**src/rtl/mem_stage_pipe.sv**
```systemverilog
// Memory-stage pipeline register: a two-entry skid buffer carrying the execute-stage
// results toward memory/writeback. The head entry drives the outputs; the skid entry
// catches one extra beat so in_ready can be a pure register.
module mem_stage_pipe #(
    parameter int unsigned PC_W    = 5,
    parameter int unsigned DATA_W  = 32,
    parameter int unsigned REG_W   = 5,
    parameter int unsigned JT_IN_W = 4,
    parameter int unsigned JT_W    = 3
) (
    input  logic              clk,
    input  logic              rst_n,
    input  logic              flush,
    input  logic              in_valid,
    output logic              in_ready,
    input  logic [PC_W-1:0]   in_pc,
    input  logic [DATA_W-1:0] in_alu_res,
    input  logic [DATA_W-1:0] in_write_data,
    input  logic [JT_IN_W-1:0] in_jump_type,
    input  logic              in_reg_wrenable,
    input  logic [REG_W-1:0]  in_write_reg,
    input  logic              in_mem_wrenable,
    input  logic              in_mem_to_reg,
    output logic              out_valid,
    input  logic              out_ready,
    output logic [PC_W-1:0]   out_pc,
    output logic [DATA_W-1:0] out_alu_res,
    output logic [DATA_W-1:0] out_write_data,
    output logic [JT_W-1:0]   out_jump_type,
    output logic              out_reg_wrenable,
    output logic [REG_W-1:0]  out_write_reg,
    output logic              out_mem_wrenable,
    output logic              out_mem_to_reg
);

    if (JT_W > JT_IN_W) begin : g_jt_width_check
        $error("JT_W must not exceed JT_IN_W");
    end

    typedef struct packed {
        logic [PC_W-1:0]   pc;
        logic [DATA_W-1:0] alu_res;
        logic [DATA_W-1:0] write_data;
        logic [JT_W-1:0]   jump_type;
        logic              reg_wrenable;
        logic [REG_W-1:0]  write_reg;
        logic              mem_wrenable;
        logic              mem_to_reg;
    } entry_t;

    entry_t head_q, head_d;
    entry_t skid_q, skid_d;
    logic   head_valid_q, head_valid_d;
    logic   skid_valid_q, skid_valid_d;
    logic   ready_q, ready_d;

    entry_t in_entry;
    logic   accept;
    logic   consume;

    // Only the upper JT_W bits of the jump type are kept.
    logic   unused_jt;
    assign unused_jt = ^in_jump_type;

    // Pack the incoming fields into one entry.
    always_comb begin
        in_entry              = '0;
        in_entry.pc           = in_pc;
        in_entry.alu_res      = in_alu_res;
        in_entry.write_data   = in_write_data;
        in_entry.jump_type    = in_jump_type[JT_IN_W-1 -: JT_W];
        in_entry.reg_wrenable = in_reg_wrenable;
        in_entry.write_reg    = in_write_reg;
        in_entry.mem_wrenable = in_mem_wrenable;
        in_entry.mem_to_reg   = in_mem_to_reg;
    end

    assign accept  = in_valid & ready_q & ~flush;
    assign consume = head_valid_q & out_ready;

    // Next-state: head refills from skid first (older), then from the input.
    always_comb begin
        head_d       = head_q;
        skid_d       = skid_q;
        head_valid_d = head_valid_q;
        skid_valid_d = skid_valid_q;
        if (flush) begin
            head_valid_d = 1'b0;
            skid_valid_d = 1'b0;
        end else if (consume || !head_valid_q) begin
            if (skid_valid_q) begin
                head_d       = skid_q;
                head_valid_d = 1'b1;
                skid_valid_d = 1'b0;
            end else if (accept) begin
                head_d       = in_entry;
                head_valid_d = 1'b1;
            end else begin
                head_valid_d = 1'b0;
            end
        end else if (accept) begin
            skid_d       = in_entry;
            skid_valid_d = 1'b1;
        end
        // Ready is a register: we can take a beat whenever the skid slot will be free.
        ready_d = ~skid_valid_d;
    end

    // State registers with synchronous active-low reset.
    always_ff @(posedge clk) begin
        if (!rst_n) begin
            head_q       <= '0;
            skid_q       <= '0;
            head_valid_q <= 1'b0;
            skid_valid_q <= 1'b0;
            ready_q      <= 1'b1;
        end else begin
            head_q       <= head_d;
            skid_q       <= skid_d;
            head_valid_q <= head_valid_d;
            skid_valid_q <= skid_valid_d;
            ready_q      <= ready_d;
        end
    end

    assign in_ready         = ready_q;
    assign out_valid        = head_valid_q;
    assign out_pc           = head_q.pc;
    assign out_alu_res      = head_q.alu_res;
    assign out_write_data   = head_q.write_data;
    assign out_jump_type    = head_q.jump_type;
    assign out_write_reg    = head_q.write_reg;
    // Control bits must never leak from an empty head.
    assign out_reg_wrenable = head_q.reg_wrenable & head_valid_q;
    assign out_mem_wrenable = head_q.mem_wrenable & head_valid_q;
    assign out_mem_to_reg   = head_q.mem_to_reg & head_valid_q;

endmodule
```
**config.mk**
```make
export PLATFORM = sky130hd
export DESIGN_NAME = mem_stage_pipe
export DESIGN_NICKNAME = d
export VERILOG_FILES = /design/src/rtl/mem_stage_pipe.sv
export SDC_FILE = /design/constraint.sdc
export NUM_CORES = 1
export LEC_CHECK = 0
export ABC_AREA = 1
export CAP_MARGIN = 40
export CORE_MARGIN = 2
export CORE_UTILIZATION = 45
export DETAILED_ROUTE_END_ITERATION = 6
export GPL_TIMING_DRIVEN = 0
export HOLD_SLACK_MARGIN = 0.15
export PLACE_DENSITY_LB_ADDON = 0.3
export SLEW_MARGIN = 5
export SYNTH_ARGS = -nofsm -noshare
export SYNTH_HDL_FRONTEND = slang
export SYNTH_SLANG_ARGS = --single-unit
export TNS_END_PERCENT = 100
```
**constraint.sdc**
```tcl
create_clock -name clk -period 1.4 [get_ports clk]
set_input_delay 0.21 -clock clk [delete_from_list [all_inputs] [get_ports clk]]
set_output_delay 0.21 -clock clk [all_outputs]
set_load 0.02 [all_outputs]
```
# Word level (Yosys, flattened, before mapping)
# Index checks and enable logic that the tools add are counted.
[word_totals]
reg_bits = 163
input_bits = 86
out_inout_bits = 82
elab_cells = 42
[classes]
n_mux = 7
bitwise = 10
n_reduce_logical = 6
[op_table]
columns = ["operator", "count"]
rows = [
  ["$mux W80", 2],
  ["$and A1 B1 Y1", 6],
  ["$reduce_and A3 Y1", 2],
  ["$mux W1", 5],
  ["$not A1 Y1", 4],
  ["$reduce_bool A2 Y1", 1],
  ["$reduce_or A2 Y1", 1],
  ["$logic_not A1 Y1", 1],
  ["$logic_or A1 B1 Y1", 1],
]

# Logic depth before layout (Yosys ltp)
# Gate-level depths: netlist of the first run.
[depth]
ltp_word = 6
mapped_depth = 9
depth_no_buf = 7

# Worst setup path after synthesis of the first run
# Ideal clock, no wire load.
[synth_timing]
kind = "reg-to-reg"
start = "register ready_q, in the netlist in_ready"
end = "register head_q, in the netlist out_alu_res[10]"
setup_ns = 0.115
arrival_ns = 1.177
t_required_ns = 1.285
path_slack_ns = 0.108
stages_incl_launch_ff = 7
path_buffers = 1
synth_period_minus_slack_ns = 1.292
cell_sequence = "dfxtp_1 > nand3_1 > nand2_2 > buf_1 > nand3_1 > nand2_1 > nor2_1"
[synth_via]
elab_chain_cells = 4
[synth_rtl]
columns = ["element", "line", "text"]
rows = [
  ["start: declaration", "55", "logic ready_q, ready_d;"],
  ["start signal: assignment", "122", "ready_q <= ready_d;"],
  ["$and A1 B1 Y1 (2 in series)", "78", "assign accept = in_valid & ready_q & ~flush;"],
  ["$reduce_bool A2 Y1 (no source line)", "--", ""],
  ["$reduce_and A3 Y1 (no source line)", "--", ""],
  ["end signal: assignment", "112", "head_q <= '0;"],
  ["end signal: assignment", "118", "head_q <= head_d;"],
  ["end: declaration", "51", "entry_t head_q, head_d;"],
]
# Every way passes these cells.
# A chain may end at the register's enable or synchronous reset.

# Worst setup path after layout of the first run
[layout_timing]
start = "register head_q, in the netlist out_alu_res[26]"
end = "output out_alu_res[26]"
[layout_lines]
columns = ["element", "line", "text"]
rows = [
  ["end: declaration", "27", "output logic [DATA_W-1:0] out_alu_res,"],
]
# No word-level cell between the ends.

==> results of run 1 <==
## cells in the mapped netlist
master / instances
buf_6: 1
nand4_1: 1
clkinv_1: 1
a21oi_2: 1
dfxtp_1: 163
buf_2: 35
clkbuf_1: 29
nor2_1: 401
a31oi_1: 1
o21ai_1: 80
inv_2: 65
nand3_1: 81
buf_1: 8
nand2_2: 2
buf_4: 90
a21oi_1: 80
inv_1: 103
nand2_1: 166
## worst paths after layout
check,endpoint,cells past startpoint,slack [ns],startpoint
worst max-delay path,out_alu_res[26],2,0.04,out_alu_res[26]$_SDFFE_PN0P_
worst min-delay path,out_valid$_SDFFE_PP0P_,4,0.26,flush
worst max register to register,out_write_data[2]$_SDFFE_PN0P_,7,0.04,skid_valid_q$_SDFF_PN0_
worst min register to register,skid_q[9]$_SDFFE_PN0P_,2,0.48,skid_q[9]$_SDFFE_PN0P_
## layer usage
metal / GRT usage [%] / vias up / part of all wire (%)
li1: - / 4247 / -
met1: 29.86 / 3541 / 47
met2: 33.64 / 210 / 46
met3: 3.992 / 26 / 5.6
met4: 7.000 / 0 / 1.6
met5: 0 / - / 0
## repair_timing
action / 4_1_cts / 5_1_grt
pin swaps: 1 / 3
hold buffers: 0 / 0
cloned: 0 / 1
gates resized for setup: 183 / 150
setup buffers: 2 / 1
setup endpoints to repair: 244 / 230
## cells by family (layout without fill, tap and decap cells)
| kind of cell | Yosys count | count (layout) |
|---|---|---|
| flops | 163 | 163 |
| simple gates | 651 | 652 |
| compound gates | 162 | 162 |
| buf+inv | 332 | 530 |
## metrics by stage
| step | setup TNS (ns) | hold slack, ns | std cells | setup slack, ns |
|---|---|---|---|---|
| floorplan | 0 | 0.3523 | 1308 | 0.1078 |
| global placement | -95.13 | 0.4620 | 1702 | -0.7989 |
| detailed placement | -95.59 | 0.4713 | 1702 | -0.8265 |
| CTS | 0 | 0.4127 | 1734 | 0.0005256 |
| global route | -0.6342 | 0.3118 | 1736 | -0.03740 |
| finish | 0 | 0.2563 | 1736 | 0.03783 |
## tightest hold or removal path, delay by kind of cell
| family | cells | cell delay (ns) |
|---|---|---|
| buffers and inverters | 2 | 0.33 |
| AO/OA/AOI/OAI | 1 | 0.04 |
| AND/OR/NAND/NOR | 1 | 0.07 |
## area by class of cell
class | count | area [sq um] | share of cell area (%)
well taps | 229 | 286.5 | 2.643
repair buffers | 168 | 1438 | 13.26
clock buffers | 24 | 511.7 | 4.721
multi-input cells | 814 | 3436 | 31.69
inverters | 169 | 641.9 | 5.921
flip-flops and latches | 163 | 3271 | 30.17
clock inverters | 7 | 118.9 | 1.096
plain buffers | 162 | 1137 | 10.49
## where the power goes
group          switching, uW  internal, uW
Clock                   1890          3090
Combinational            862           777
Sequential              80.5          4790
Total                   2830          8650
==> summary.md, run 1 <==
| Metric | Value |
|---|---|
| Outcome | finished, final reports clean |
| Clock root buffer | clkbuf_16 |
| CTS H-tree lvls | 4 |
| Total grt overflow | 0 |
| I/O pin count | 168 |
| Area after DPL | between 0.01 and 0.015 sq mm |
| Slew Limit Headroom | 68.90% |
| Leading cell type in the layout, fill and taps excluded | nor2_1 |
| Worst skew pair latency | 0.43 ns |
| Initial Util | 46.02% |
| Fmax | 734.1 MHz |
| Final Util | 60.35% |
| Distinct cells, synth | 18 |
| Share of the synthesized area in the top cell type | 39.47% |
| Xor-xnor portion of the synthesized cell area | 0% |
| WS Path Type | register to primary output |
| CTS tree | done |
| Bufs and invs on worst path | 2 |
| Least-Margin Pin Slew | 0.4664 ns |
| Most frequent cells in the layout | 397 x nor2_1, 166 x nand2_1, 159 x dfxtp_1 |
| Final hold violations | 0 |
| WL/cell | 12.27 microns |
| Sequential area share after synthesis | between 30 and 40% |
| Slowest cell delay on critical path | approximately 0.34 ns |
| Number of global-route vias before repair | just over 7000 |
| Detailed-route via count | ~8000 |
| Gate Count Post-Synth | 1308 |
| Total power | 11480 uW |
| Unrepaired setup endpoints after global routing | yes |
| Largest net degree at the start of global routing | 17 |
| CP max-delay cell | dfxtp_1 |
| Gpl congestion | between 0.8 and 0.9 |
| Pwr Density | 1059 mW/mm^2 |
| YS warnings | 0 |
| 1st-pass router iterations | 5 |
| Layout area overhead | 31.13% |
| Synth Area in Compound Gates | 9.868% |
| Adder-Cell Fraction of Synth Area | 0% |
| Cell area after synthesis | 0.008267 sq mm |
| Crit path arrival time | 1.15 ns |
| Maxcap violations | 0 |
| CP delay by family, top | buffers and inverters |
| Post-route cell area | roughly 0.011 sq mm |
| FF+latch count, synth | 163 |
| Crit end category | primary output |
| Port Buffers | between 150 and 200 |
| Cts bufs inserted | 17 |
| Ranking of synthesized cells by area | dfxtp_1 39%, nor2_1 18%, buf_4 8.2% |
| Minimum clock period | 1.362 ns |
| Maximum VDD drop | 0.8744 mV |
| Ant diodes | 0 |
| Synthesized Nets | between 1000 and 1500 |
| Max reg flops | 80 |
| Pleak | 0.005551 uW |
| Cell taking the most area after synthesis | dfxtp_1 |
| GRT Total Usage | 21.42% |
| Final period util | between 90% and 100% |
| Die Span X | 139.5 microns |
| Reg with most FFs | skid_q |
| Worst Skew | 0.006845 ns |
| Vias per inst | ~4.6 |
| Global-route wire length before repair | 34130 microns |
| Core Area | 0.01796 sq mm |
| Final setup viols | 0 |
| Count of standard-cell rows | between 40 and 50 |
| Fraction of layout cells with a size suffix above 1 | around a fifth |
| Mux cell area share after synthesis | 0% |
| Initial antenna violation count | 0 |
| CP required | 1.19 ns |
| Remaining antenna violation count after routing | 0 |
| Slew Limit Fails | 0 |
| Startpoint types | register |
| Crit-path cells | buf_4 -> clkdlybuf4s15_1 |
| Clock buffer depth | 2 |
| Worst Hold Class | input port to register |
| Mean post-synth cell area | 6.320 sq um |
| Die area | roughly 0.019 sq mm |
| CTS sink cnt | 163 |
| Fillers | about 1800 |
| DRT iter0 DRCs | between 500 and 600 |
| Final wirelength | 21310 microns |
| Largest family of logic cells by synthesized area | simple AND/OR/NAND/NOR gates |
| Synth Area in Simple Gates | 30.88% |
| Crit Path Max Fanout | 2 |
| Placed wire-length estimate | about 15000 microns |
| CTS clk-pin slew, worst paths | about 0.06 ns |
| DRC Markers | 0 |
| Fin nets | 1581 |
| Die Span Y | 139.5 microns |
Power figures use the tool's default switching activity.
==> inputs of run 2 (changes only) <==
--- a/config.mk
+++ b/config.mk
@@ -6,7 +6,6 @@
 export NUM_CORES = 1
 export LEC_CHECK = 0
 export ABC_AREA = 1
-export CAP_MARGIN = 40
 export CORE_MARGIN = 2
 export CORE_UTILIZATION = 45
 export DETAILED_ROUTE_END_ITERATION = 6
==> results of run 2 <==
The final DEF is identical to that of run 1; final timing and power are the same.
